$ cat src/rtl/bsg_manycore_link_serializer_pkg.sv
// Shared sizing helpers for the manycore edge-link serializer.
// Packet width mirrors the manycore packet header field layout.
package bsg_manycore_link_serializer_pkg;

  localparam int op_width_gp     = 2;
  localparam int op_ex_width_gp  = 4;
  localparam int reg_id_width_gp = 5;

  // op + op_ex + reg_id + addr + data + src/dst coordinates
  function automatic int packet_width(
    input int a,
    input int d,
    input int x,
    input int y
  );
    return op_width_gp + op_ex_width_gp
         + reg_id_width_gp + a + d
         + 2 * (x + y);
  endfunction

  function automatic int ceil_div(
    input int n,
    input int d
  );
    return (n + d - 1) / d;
  endfunction

  function automatic int safe_clog2(input int n);
    return (n > 1) ? $clog2(n) : 1;
  endfunction

endpackage

$ cat src/rtl/bsg_manycore_link_serializer_if.sv
// Valid/ready bundle between the serializer and its packet buffer.
// Master drives v/data, slave answers with ready.
interface bsg_manycore_link_serializer_if #(
  parameter int width_p = 1
);
  logic               v;
  logic               ready;
  logic [width_p-1:0] data;

  modport master (
    output v,
    output data,
    input  ready
  );

  modport slave (
    input  v,
    input  data,
    output ready
  );
endinterface

$ cat src/rtl/bsg_manycore_link_serializer_fifo.sv
// Two-entry packet buffer, registered storage, no bypass.
// ready is a registered not-full flag so it never sees deq.
module bsg_manycore_link_serializer_fifo #(
  parameter int width_p = 1
)(
  input logic clk,
  input logic rst_n,
  bsg_manycore_link_serializer_if.slave  enq,
  bsg_manycore_link_serializer_if.master deq
);

  logic [width_p-1:0] mem_r [2];
  logic               wr_ptr_r;
  logic               rd_ptr_r;
  logic [1:0]         cnt_r;
  logic [1:0]         cnt_n;
  logic               nfull_r;
  logic               do_enq;
  logic               do_deq;

  assign enq.ready = nfull_r;
  assign deq.v     = (cnt_r != 2'd0);
  assign deq.data  = mem_r[rd_ptr_r];

  assign do_enq = enq.v & nfull_r;
  assign do_deq = deq.v & deq.ready;

  always_comb begin
    cnt_n = cnt_r;
    cnt_n = cnt_r + 2'(do_enq) - 2'(do_deq);
  end

  always_ff @(posedge clk or negedge rst_n) begin
    if (!rst_n) begin
      cnt_r    <= 2'd0;
      nfull_r  <= 1'b0;
      wr_ptr_r <= 1'b0;
      rd_ptr_r <= 1'b0;
    end else begin
      cnt_r   <= cnt_n;
      nfull_r <= (cnt_n != 2'd2);
      if (do_enq) wr_ptr_r <= ~wr_ptr_r;
      if (do_deq) rd_ptr_r <= ~rd_ptr_r;
    end
  end

  always_ff @(posedge clk) begin
    if (do_enq) mem_r[wr_ptr_r] <= enq.data;
  end

endmodule

$ cat src/rtl/bsg_manycore_link_serializer.sv
// Narrows full manycore packets into channel_width_p slices,
// LSB slice first, with a last-slice marker.
module bsg_manycore_link_serializer
  import bsg_manycore_link_serializer_pkg::*;
#(
  parameter int x_cord_width_p  = 5,
  parameter int y_cord_width_p  = 5,
  parameter int addr_width_p    = 32,
  parameter int data_width_p    = 32,
  parameter int channel_width_p = 16,
  localparam int packet_width_lp = packet_width(
    addr_width_p, data_width_p,
    x_cord_width_p, y_cord_width_p)
)(
  input  logic                       clk_i,
  input  logic                       reset_i,
  input  logic                       v_i,
  input  logic [packet_width_lp-1:0] data_i,
  output logic                       ready_o,
  output logic                       v_o,
  output logic [channel_width_p-1:0] data_o,
  output logic                       last_o,
  input  logic                       ready_i
);

  localparam int cw_lp = (channel_width_p < 1)
                       ? 1 : channel_width_p;
  localparam int num_slices_lp =
    ceil_div(packet_width_lp, cw_lp);
  localparam int cnt_width_lp = safe_clog2(num_slices_lp);
  localparam logic [cnt_width_lp-1:0] last_idx_lp =
    cnt_width_lp'(num_slices_lp - 1);

  if (channel_width_p < 1) begin : g_bad_width
    $error("channel_width_p must be at least 1");
  end
  if ((1 << cnt_width_lp) < num_slices_lp) begin : g_bad_cnt
    $error("slice counter too narrow");
  end

  bsg_manycore_link_serializer_if #(
    .width_p(packet_width_lp)
  ) enq_if ();
  bsg_manycore_link_serializer_if #(
    .width_p(packet_width_lp)
  ) deq_if ();

  assign enq_if.v    = v_i;
  assign enq_if.data = data_i;
  assign ready_o     = enq_if.ready;

  bsg_manycore_link_serializer_fifo #(
    .width_p(packet_width_lp)
  ) u_fifo (
    .clk   (clk_i),
    .rst_n (reset_i),
    .enq   (enq_if),
    .deq   (deq_if)
  );

  // Head packet zero-padded to a whole number of slices
  logic [num_slices_lp-1:0][channel_width_p-1:0] slices;
  logic [cnt_width_lp-1:0] slice_cnt_r;
  logic                    is_last;
  logic                    xfer;

  assign slices =
    (num_slices_lp * channel_width_p)'(deq_if.data);

  assign is_last = (slice_cnt_r == last_idx_lp);
  assign v_o     = deq_if.v;
  assign data_o  = slices[slice_cnt_r];
  assign last_o  = v_o & is_last;
  assign xfer    = v_o & ready_i;

  assign deq_if.ready = xfer & is_last;

  always_ff @(posedge clk_i or negedge reset_i) begin
    if (!reset_i) begin
      slice_cnt_r <= '0;
    end else if (xfer) begin
      slice_cnt_r <= is_last
        ? '0 : slice_cnt_r + cnt_width_lp'(1);
    end
  end

endmodule

$ cat config.mk
export PLATFORM = sky130hd
export DESIGN_NAME = bsg_manycore_link_serializer
export DESIGN_NICKNAME = d
export VERILOG_FILES = /design/src/rtl/bsg_manycore_link_serializer_pkg.sv /design/src/rtl/bsg_manycore_link_serializer_if.sv /design/src/rtl/bsg_manycore_link_serializer_fifo.sv /design/src/rtl/bsg_manycore_link_serializer.sv
export SDC_FILE = /design/constraint.sdc
export NUM_CORES = 1
export LEC_CHECK = 0
export BUFFER_PORTS_ARGS = -buffer_cell sky130_fd_sc_hd__buf_2
export CAP_MARGIN = 5
export CORE_ASPECT_RATIO = 0.6
export CORE_MARGIN = 8
export CORE_UTILIZATION = 25
export CTS_CLUSTER_DIAMETER = 80
export DETAILED_ROUTE_END_ITERATION = 10
export GPL_TIMING_DRIVEN = 0
export PLACE_DENSITY_LB_ADDON = 0.08
export SLEW_MARGIN = 20
export SYNTH_ARGS = -nofsm -noshare
export SYNTH_HDL_FRONTEND = slang
export SYNTH_SLANG_ARGS = --single-unit
$ cat constraint.sdc
create_clock -name clk_i -period 5.8 [get_ports clk_i]
set_input_delay 0.29 -clock clk_i [delete_from_list [all_inputs] [get_ports clk_i]]
set_output_delay 0.29 -clock clk_i [all_outputs]
set_load 0.005 [all_outputs]
# == After elaboration in Yosys (flattened, before gate mapping) ==
# Memories as Yosys holds them, arrays and structs flattened.
# Index checks and enable logic that the tools add are counted.
# word_totals
register_bits,8
mem_bits_rw,190
input_bits,99
out_inout_bits,19
wordCells,25
n_memories,1
# classes
n_addsub,3
n_lt_le_gt_ge,1
n_eq_ne,2
n_mux,5
bitwise,7
reduce_logical,1
# memory_table
name,words,width,rd,rd_ports_with_merged_regs,write_ports,line_no,source
u_fifo.mem_r,2,95,1,0,1,bsg_manycore_link_serializer_fifo.sv:12,logic [width_p-1:0] mem_r [2];
# op_table
cell,n
$bmux 16 s3,1
$mux 16,1
$and 1x1->1,5
$lt 3x4->1 const B,1
$add 3x1->3 const B,1
$eq 3x3->1 const B,1
$mux 3,1
$add 2x1->2,1
$mux 1,2
$ne 2x2->1 const B,1
$not 1->1,2
$reduce_bool 2->1,1
$sub 2x1->2,1

# == Logic depth before layout (Yosys ltp) ==
# Gate-level depths: netlist (run 1).
# logic_depth
word_depth,6
ltp_mapped,10
depth_no_buf,8

# == Modules after synthesis ==
# From an unflattened synthesis (run 1), not the netlist that was laid out.
# hier_totals
hier_cells,428
area_unflattened_um2,8375.5
# modules_own_cells
mod,instances,cells_per_inst,area_per_inst_um2,seq_area_each_um2
bsg_manycore_link_serializer_fifo,1,320,7323.3,5830.6
bsg_manycore_link_serializer,1,108,1052.3,75.1

# == Worst setup path after synthesis (run 1) ==
# Ideal clock, no wire load.
# synth_timing
path_kind,register to register
startpoint,reg u_fifo.nfull_r (netlist: u_fifo.enq.ready)
endpoint,"mem u_fifo.mem_r[0][0] (netlist bit), enable pin"
setup_time_ps,549
arrival_ps,4418
required_ps,5251
slack_ps,833
stages_incl_launch_ff,3
path_buffers,0
synth_period_minus_slack_ps,4967
path_cell_list,dfrtp_1 nand2_1 nor2_1
# synth_between
elab_chain_cells,3
# synth_rtl
element,line_no,source
from (decl),bsg_manycore_link_serializer_fifo.sv:17,logic nfull_r;
from (signal assigned),bsg_manycore_link_serializer_fifo.sv:41,nfull_r <= (cnt_n != 2'd2);
$and 1x1->1,bsg_manycore_link_serializer_fifo.sv:25,assign do_enq = enq.v & nfull_r;
$mux 1,bsg_manycore_link_serializer_fifo.sv:48,if (do_enq) mem_r[wr_ptr_r] <= enq.data;
$mux 1 (implied by the code),bsg_manycore_link_serializer_fifo.sv:48,
to (decl),bsg_manycore_link_serializer_fifo.sv:12,
# No other way between the ends.

# == Worst setup path after layout (run 1) ==
# layout_timing
startpoint,reg slice_cnt_r[2]
endpoint,out data_o[10]
# layout_between
elab_chain_cells,2
# layout_rtl
element,line_no,source
from (decl),bsg_manycore_link_serializer.sv:63,logic [cnt_width_lp-1:0] slice_cnt_r;
from (signal assigned),bsg_manycore_link_serializer.sv:82,slice_cnt_r <= is_last
$bmux 16 s3,bsg_manycore_link_serializer.sv:72,assign data_o = slices[slice_cnt_r];
$mux 16 (implied by the code),bsg_manycore_link_serializer.sv:72,
to (decl),bsg_manycore_link_serializer.sv:21,"output logic [channel_width_p-1:0] data_o,"
# No other way between the ends. The select of a mux whose other input is x is not followed.

==> results of run 1 <==
## state kept, by name, summed over array words and instances, names as in the netlist
signal            count
u_fifo.mem_r        190
slice_cnt_r           3
u_fifo.cnt_r          2
u_fifo.enq.ready      1
u_fifo.rd_ptr_r       1
u_fifo.wr_ptr_r       1
## metal layers
layer / share of wire (%) / GRT usage, %
met3: 4.9 / 3.66
met1: 49 / 15.5
met2: 46 / 16.7
met4: 0.83 / 2.92
met5: 0 / 0
## cell type report
class                   instances  area share (%)
plain buffers                  16            1.13
multi-input cells             119            16.1
flip-flops and latches        198            63.4
inverters                       3           0.121
clock buffers                  19            4.65
clock inverters                10            1.17
repair buffers                124            7.93
well taps                     408            5.48
## Yosys cell counts (3+ instances only)
master and count:
dfrtp_1 8, mux4_2 46, buf_6 3, edfxtp_1 190, clkbuf_1 7, mux2i_1 3, inv_1 3, nand2_1 30
buf_2 3, a22oi_1 15, nor2_1 3, xnor2_1 4
## path summary, 6_finish.rpt
check	cells past startpoint	endpoint	slack [ps]	from
setup / recovery	6	data_o[10]	2750	slice_cnt_r[2]
hold / removal	1	u_fifo.mem_r[1][9]	30	data_i[9]
setup reg to reg	10	u_fifo.enq.ready	3420	slice_cnt_r[0]
hold reg to reg	1	u_fifo.wr_ptr_r	560	u_fifo.wr_ptr_r
max in group asynchronous	2	slice_cnt_r[2]	5370	reset_i
min in group asynchronous	2	u_fifo.wr_ptr_r	240	reset_i
## timing repair
action / CTS / global route
endpoints found under the setup margin: 0 / 0
hold endpoints to repair: 8 / 0
hold buffers: 1 / 0
## report_power, final
group / switching, mW / internal [mW] / leakage [nW]
Sequential: 0.0786 / 1.92 / 1.86
Combinational: 0.885 / 0.681 / 1.11
Clock: 0.512 / 0.625 / 0.256
## cell families after synthesis
family,Yosys count,synth area share (%)
DFF,198,78.7
and+or+nand+nor,42,2.42
xor gates and xnor gates,5,0.584
muxes,51,14.5
buffers and inverters,19,1.55
adders and majority gates,2,0.333
AOI/OAI and AO/OA,19,1.92
==> metrics.txt, run 1 <==
pins over their slew limit=0; detailed router's first-iteration violation count=200; 1st-pass router iterations=5; Distinct cells, synth=27; root buffer cell=clkbuf_16; P&R area growth vs syn=24.0%; Skew-Pair Late Insertion Delay=440 ps; Vert. Die Dim=150 µm; total congestion overflow=0; headroom to the max-slew limit=41.6%; utilization of the core after routing=31.3%; antenna violation net count after detailed routing=0; post-route worst setup slack=2750 ps; Post-CTS Setup Inserts=0; quantity of I/O buffers inserted on ports=117; most area-hungry cell type in the Yosys netlist=edfxtp_1; portion of synthesized cell area occupied by the leading cell type=76.0%; Post-Synthesis Net Count=437; weighted congestion reported at the end of routability-driven placement=0.676; slew at the pin with the worst max-slew slack=877 ps; total wirelength of the detailed-routed design=19.5 mm; sequential cell area fraction in the yosys report=78.7%; pin count of the biggest net entering global routing=48; max-capacitance violation count=0; via count normalized by instance count=4.16; cell repeated most along the worst path=clkbuf_1; worst slack on hold paths=34.7 ps; count of standard-cell rows=49; fraction of layout cells with a size suffix above 1=42.5%; count of placed standard cells including taps=867; number of synthesized flops with an enable pin=190; pre-CTS setup slack=3140 ps; slowest library cell on the worst path=clkbuf_1; most used flip-flop cell after synthesis=edfxtp_1; TritonCTS clock tree=yes; Buf/Inv on CP=3; nets@finish=580; Async SR Flop Fraction=4.04%; chip width=240 µm; Setup crit end kind=output port; final clock period utilization by the worst path=52.6%; commonest cells after routing, fill and taps aside=edfxtp_1 (190), buf_2 (120), mux4_2 (46); Required @ worst endpoint=5510 ps; Hold WC Path Type=input port to flop; mapped cell area=7500 µm²; number of remaining DRC errors=0; Core Region=29,700 µm²; initial core utilization=25.2%; largest buffer count on any clock path=2; number of H-tree levels=4; type of the worst setup path=flop to output port; startpoint type of the worst setup path=flop; aggregate global-route resource usage=11.2%; number of clock sinks seen by CTS=198; Final Instance Area=9310 µm²; wire length of the first global-routing pass=28.2 mm; Filler cells=2,909; Resize count post-CTS=0; number of setup violations in the final report=0; number of storage elements in the synthesis netlist=198; wire per inst=21.8 µm; number of global-route vias before repair=4,225; maximum fanout encountered on the critical timing path=10; power density of the placed cells=505 nW/µm²; DIE AREA=36,000 µm²; maximum clock frequency=328 MHz; Final Instance Count excl. Fillers=897; synthesis warning total=0; cell area after placement=8760 µm²; total power=4.70 mW; total negative setup slack=0 ps; half-perimeter wire length after detailed placement=13.7 mm; Mean Syn Cell Area=22.3 µm²; IR Drop Worst-Case VDD=0.206 mV; Final Critical Period=3050 ps; Top Family by Delay on Critical Path=buffers and inverters; number of placed I/O pins=118; ant diodes=0; run status=finished clean; number of CTS-inserted buffers=17; number of endpoints with negative hold slack in the final report=0; area of the multi-input gates=1500 µm²; number of standard cells after synthesis=336; cells along the critical path=nor2b_1 -> clkbuf_1 -> clkbuf_1 -> a22oi_1 -> nand2_1 -> buf_2; leakage component of the power=3.22 nW; DR vias=3,729; initial antenna violation count=0; Area contributors post-synth=edfxtp_1 (76%), mux4_2 (14%), dfrtp_1 (2.7%); most common library cell in the layout ignoring fill and taps=edfxtp_1; Reg clk slew, reported paths=70 ps; arrival time at the worst endpoint=2760 ps; delay of the slowest cell on the worst path=630 ps; worst setup skew after layout=7.35 ps; setup repair after global routing missed its margin=false; footprint of the flip-flops and latches=5910 µm²
Power figures use the tool's default switching activity.
==> run 2, diff against run 1 <==
clock period = 2.5 ns   (was 5.8 ns; I/O delays follow)
==> run 2 against run 1 <==
Compared with the run above:
- power increased by 140%
- setup slack got worse by 2600 ps
- count of clock-buffer cells in the layout increased by 1
- critical path type unchanged
==> metrics.txt, run 2 (same netlist as run 1, synthesis figures left out) <==
maximum clock frequency=421 MHz; type of the worst setup path=flop to output port; cells along the critical path=buf_6 -> buf_8 -> mux4_2 -> a22oi_2 -> nand2_1 -> buf_2; wire length of the first global-routing pass=30.3 mm (+7.3%); P&R area growth vs syn=38.4%; half-perimeter wire length after detailed placement=14.3 mm (+4.6%); quantity of I/O buffers inserted on ports=117 (unchanged); pre-CTS setup slack=33.4 ps (-3100 ps); weighted congestion reported at the end of routability-driven placement=0.683 (+1.0%); headroom to the max-slew limit=55.0% (+13 points); root buffer cell=clkbuf_16; count of standard-cell rows=49 (unchanged); Reg clk slew, reported paths=70 ps (about the same); Filler cells=2,838 (-2.4%); detailed router's first-iteration violation count=198 (-1.0%); via count normalized by instance count=4.09 (-1.6%); TritonCTS clock tree=yes; most common library cell in the layout ignoring fill and taps=edfxtp_1; number of H-tree levels=4 (unchanged); Skew-Pair Late Insertion Delay=440 ps (about the same); utilization of the core after routing=34.9% (+3.6 points); total congestion overflow=0 (unchanged); worst setup skew after layout=9.35 ps (+1.99 ps); number of CTS-inserted buffers=17 (unchanged); pin count of the biggest net entering global routing=43 (-10%); leakage component of the power=3.70 nW (+15%); run status=finished clean; IR Drop Worst-Case VDD=0.403 mV (+96%); fraction of layout cells with a size suffix above 1=37.5% (-5.0 points); largest register by flop count=u_fifo.mem_r; number of global-route vias before repair=4,661 (+10%); 1st-pass router iterations=4 (-1); Final Critical Period=2370 ps; pins over their slew limit=0 (unchanged); registers with the highest flip-flop counts=u_fifo.mem_r (190), slice_cnt_r (3), u_fifo.cnt_r (2); Required @ worst endpoint=2380 ps (-3130 ps); commonest cells after routing, fill and taps aside=edfxtp_1 (190), buf_2 (118), dlygate4sd3_1 (97); final clock period utilization by the worst path=94.9%; chip width=240 µm (unchanged); arrival time at the worst endpoint=2250 ps (-510 ps); delay of the slowest cell on the worst path=600 ps (-30 ps); DR vias=4,067 (+9.1%); max-capacitance violation count=0 (unchanged); footprint of the flip-flops and latches=5910 µm² (unchanged); initial core utilization=25.2% (unchanged); DIE AREA=36,000 µm² (unchanged); ant diodes=0 (unchanged); Hold WC Path Type=input port to async pin; slowest library cell on the worst path=mux4_2; setup repair after global routing missed its margin=false; Core Region=29,700 µm² (unchanged); total power=11.4 mW (+140%); Vert. Die Dim=150 µm (unchanged); largest buffer count on any clock path=2 (unchanged); max reg flops=190 (unchanged); wire per inst=20.2 µm (-7.0%); area of the multi-input gates=1510 µm² (+1.0%); slew at the pin with the worst max-slew slack=673 ps (-204 ps); number of placed I/O pins=118 (unchanged); total wirelength of the detailed-routed design=20.1 mm (+3.0%); number of clock sinks seen by CTS=198 (unchanged); Setup crit end kind=output port; post-route worst setup slack=127 ps (-2620 ps); Buf/Inv on CP=3 (unchanged); startpoint type of the worst setup path=flop; aggregate global-route resource usage=11.8% (+0.60 points); initial antenna violation count=0 (unchanged); power density of the placed cells=1100 nW/µm² (+120%); number of remaining DRC errors=0 (unchanged); number of endpoints with negative hold slack in the final report=0 (unchanged); nets@finish=676 (+17%); maximum fanout encountered on the critical timing path=10 (unchanged); number of setup violations in the final report=0 (unchanged); Top Family by Delay on Critical Path=multiplexers; antenna violation net count after detailed routing=0 (unchanged)
[run 2: cell count changes in the layout (fill, tap and decap cells not counted), sizes merged]
cell and delta:
clkinvlp -3, buf -1, clkbuf +2, bufinv +3
dlygate4sd3 +96
[run 2: layout make-up]
cell class,instances,area share [%]
plain buffers,16,1.31
clock buffers,20,4.20
clock inverters,10,1.71
inverters,3,0.108
multi-input cells,119,14.5
flip-flops and latches,198,56.9
well taps,408,4.91
repair buffers,220,16.4
[run 2: path summary, 6_finish.rpt]
check / from / endpoint / slack (ps) / depth (start not counted)
min in group clk_i: v_i / u_fifo.wr_ptr_r / 80 / 3
worst max-delay path: u_fifo.rd_ptr_r / data_o[7] / 130 / 6
worst min register to register: u_fifo.wr_ptr_r / u_fifo.wr_ptr_r / 550 / 1
max in group asynchronous: reset_i / u_fifo.rd_ptr_r / 2260 / 2
worst min-delay path: reset_i / u_fifo.enq.ready / 60 / 2
worst max register to register: slice_cnt_r[0] / u_fifo.enq.ready / 210 / 10
[run 2: where the power goes]
part	switching, mW	internal, mW	leakage [nW]
clock network	1.16	1.76	0.302
logic	2.12	1.74	1.54
registers	0.184	4.45	1.86
[run 2: worst register-to-register path, cell delays in order, from the launching register on]
cell	delay [ps]
dfrtp_1	320
buf_2	240
clkbuf_4	330
o211ai_1	210
nor2_1	240
ha_1	270
inv_1	60
ha_1	150
xnor2_1	130
xnor2_1	160
nand2b_1	80
[run 2: metal layers]
metal	global-route usage [%]	vias up	wire length, µm
met1	16.2	2112	9630
met2	18.0	76	9300
li1	-	1867	-
met5	0	-	0
met4	3.19	0	180
met3	3.55	12	997
[run 2: timing repair]
| action | in CTS | in global routing |
|---|---|---|
| setup endpoints to repair | 15 | 4 |
| pin swaps | 0 | 1 |
| gates resized for setup | 14 | 4 |
| setup buffers | 0 | 0 |
| hold buffers | 97 | 0 |
| hold endpoints to repair | 199 | 0 |
[run 2: per-stage QoR]
stage	std cells	hold WS, ps	instance area, µm²	setup TNS (ps)
floorplan	336	-171	7510	0
global placement	861	-19.7	8610	-122760
detailed placement	867	-12.7	8760	0
CTS	994	39.2	10400	0
global route	994	59.8	10400	0
finish	994	62.0	10400	0
==> run 3, diff against run 2 <==
PLACE_DENSITY = 0.5   (was default)
PLACE_DENSITY_LB_ADDON = default   (was 0.08)
==> run 3 against run 2 <==
Compared with the run above:
- sequential share of layout area is 0.50 points higher
- critical endpoint is now data_o[9]
- non-clock buffer count is 2 lower
- via count is 1.9% higher
- largest power group unchanged
- power is 3.2% lower
- maximum frequency hardly changed
- critical path type unchanged
==> metrics.txt, run 3 (same netlist as run 1, synthesis figures left out) <==
arrival time at the worst endpoint=2250 ps (about the same); half-perimeter wire length after detailed placement=13.2 mm (-8.0%); P&R area growth vs syn=37.2%; startpoint type of the worst setup path=flop; Required @ worst endpoint=2380 ps (about the same); run status=finished clean; slew at the pin with the worst max-slew slack=789 ps (+116 ps); leakage component of the power=3.65 nW (-1.3%); Filler cells=2,850 (+0.42%); number of H-tree levels=4 (unchanged); slowest library cell on the worst path=mux4_2; number of clock sinks seen by CTS=198 (unchanged); TritonCTS clock tree=yes; via count normalized by instance count=4.17 (+1.9%); pins over their slew limit=0 (unchanged); root buffer cell=clkbuf_16; commonest cells after routing, fill and taps aside=edfxtp_1 (190), buf_2 (118), dlygate4sd3_1 (97); number of global-route vias before repair=4,666 (+0.11%); number of CTS-inserted buffers=17 (unchanged); aggregate global-route resource usage=11.2% (-0.63 points); max reg flops=190 (unchanged); hold_sp=v_i; Hold WC Path Type=input port to flop; cell area after placement=8700 µm² (-0.63%); registers with the highest flip-flop counts=u_fifo.mem_r (190), slice_cnt_r (3), u_fifo.cnt_r (2); type of the worst setup path=flop to output port; total congestion overflow=0 (unchanged); Core Region=29,700 µm² (unchanged); wire length of the first global-routing pass=28.6 mm (-5.5%); number of endpoints with negative hold slack in the final report=0 (unchanged); Final Critical Period=2370 ps (+0.468 ps); 1st-pass router iterations=4 (unchanged); IR Drop Worst-Case VDD=0.426 mV (+5.6%); number of placed I/O pins=118 (unchanged); Vert. Die Dim=150 µm (unchanged); antenna violation net count after detailed routing=0 (unchanged); pin count of the biggest net entering global routing=52 (+21%); cells along the critical path=buf_6 -> buf_6 -> mux4_2 -> a22oi_2 -> nand2_1 -> buf_2; Reg clk slew, reported paths=70 ps (about the same); final clock period utilization by the worst path=94.9% (about the same); most common library cell in the layout ignoring fill and taps=edfxtp_1; Skew-Pair Late Insertion Delay=450 ps (about the same); worst reg2reg path startpoint=slice_cnt_r[0]; detailed router's first-iteration violation count=273 (+38%); wire per inst=19.3 µm (-4.8%); initial core utilization=25.2% (unchanged); setup repair after global routing missed its margin=false; DIE AREA=36,000 µm² (unchanged); pre-CTS setup slack=-144 ps (-177 ps); quantity of I/O buffers inserted on ports=117 (unchanged); max-capacitance violation count=0 (unchanged); fraction of layout cells with a size suffix above 1=38.1% (+0.51 points); number of remaining DRC errors=0 (unchanged); Final Instance Area=10,300 µm² (-0.88%); Post-CTS Setup Inserts=0 (unchanged); total negative setup slack=0 ps (unchanged); Setup crit end kind=output port; power density of the placed cells=1070 nW/µm² (-2.4%); count of standard-cell rows=49 (unchanged); ant diodes=0 (unchanged); number of setup violations in the final report=0 (unchanged); chip width=240 µm (unchanged); headroom to the max-slew limit=47.3% (-7.7 points); cell repeated most along the worst path=buf_6; initial antenna violation count=0 (unchanged); largest buffer count on any clock path=2 (unchanged); maximum fanout encountered on the critical timing path=10 (unchanged); weighted congestion reported at the end of routability-driven placement=0.688 (+0.76%); post-route worst setup slack=127 ps (-0.468 ps); nets@finish=674 (-0.30%); delay of the slowest cell on the worst path=590 ps (about the same); maximum clock frequency=421 MHz (about the same); worst setup skew after layout=7.78 ps (-1.57 ps); Worst Setup SP=u_fifo.rd_ptr_r; total wirelength of the detailed-routed design=19.1 mm (-4.8%); DR vias=4,145 (+1.9%); largest register by flop count=u_fifo.mem_r
==> run 3: critical path, delay by kind of cell, from the launching register on <==
kind                   cells  cell delay (ps)
multiplexers               1              590
buffers and inverters      3              500
flip-flops                 1              350
AO/OA/AOI/OAI              1              260
AND/OR/NAND/NOR            1               90
==> run 3: path summary, 6_finish.rpt <==
kind,endpoint,slack (ps),cells past startpoint
hold reg to reg,u_fifo.wr_ptr_r,560,1
setup / recovery,data_o[9],130,6
hold / removal,u_fifo.wr_ptr_r,50,3
max in group asynchronous,u_fifo.cnt_r[1],2240,2
min in group asynchronous,slice_cnt_r[0],70,2
setup reg to reg,u_fifo.enq.ready,270,10
==> run 3: final cells by class <==
class | instances | area [µm²] | area share, %
Clock inverter | 13 | 140 | 1.36
Multi-Input combinational cell | 119 | 1520 | 14.7
Timing Repair Buffer | 218 | 1640 | 16.0
Sequential cell | 198 | 5910 | 57.4
Buffer | 16 | 136 | 1.32
Tap cell | 408 | 510 | 4.96
Clock buffer | 19 | 433 | 4.20
Inverter | 3 | 11.3 | 0.109
==> run 3: where the power goes <==
part,switching [mW],internal (mW)
Combinational,2.04,1.69
Sequential,0.183,4.46
Clock,1.28,1.41
==> run 3: through the flow <==
| step | hold WS (ps) | std cells | util [%] | total power [mW] |
|---|---|---|---|---|
| after floorplan | -171 | 336 | - | 6.83 |
| after global placement | -28.5 | 861 | 29.0 | 8.28 |
| after detailed placement | -11.5 | 865 | 29.3 | 8.41 |
| after CTS | 14.4 | 994 | 34.6 | 11.3 |
| after global routing | 66.1 | 994 | 34.6 | 11.7 |
| final | 51.2 | 994 | 34.6 | 11.0 |
==> run 3: routing by layer <==
| layer | up-vias | GRT usage [%] | share of wire, % |
|---|---|---|---|
| met5 | - | 0 | 0 |
| met1 | 2151 | 14.5 | 45 |
| met3 | 14 | 3.78 | 5.8 |
| met2 | 105 | 17.5 | 48 |
| li1 | 1875 | - | - |
| met4 | 0 | 3.41 | 1.1 |
==> run 3: timing repair <==
item | CTS | global route
hold endpoints to repair | 199 | 0
hold buffers | 97 | 0
pin swaps | 0 | 0
resized for setup | 18 | 2
endpoints found under the setup margin | 15 | 1
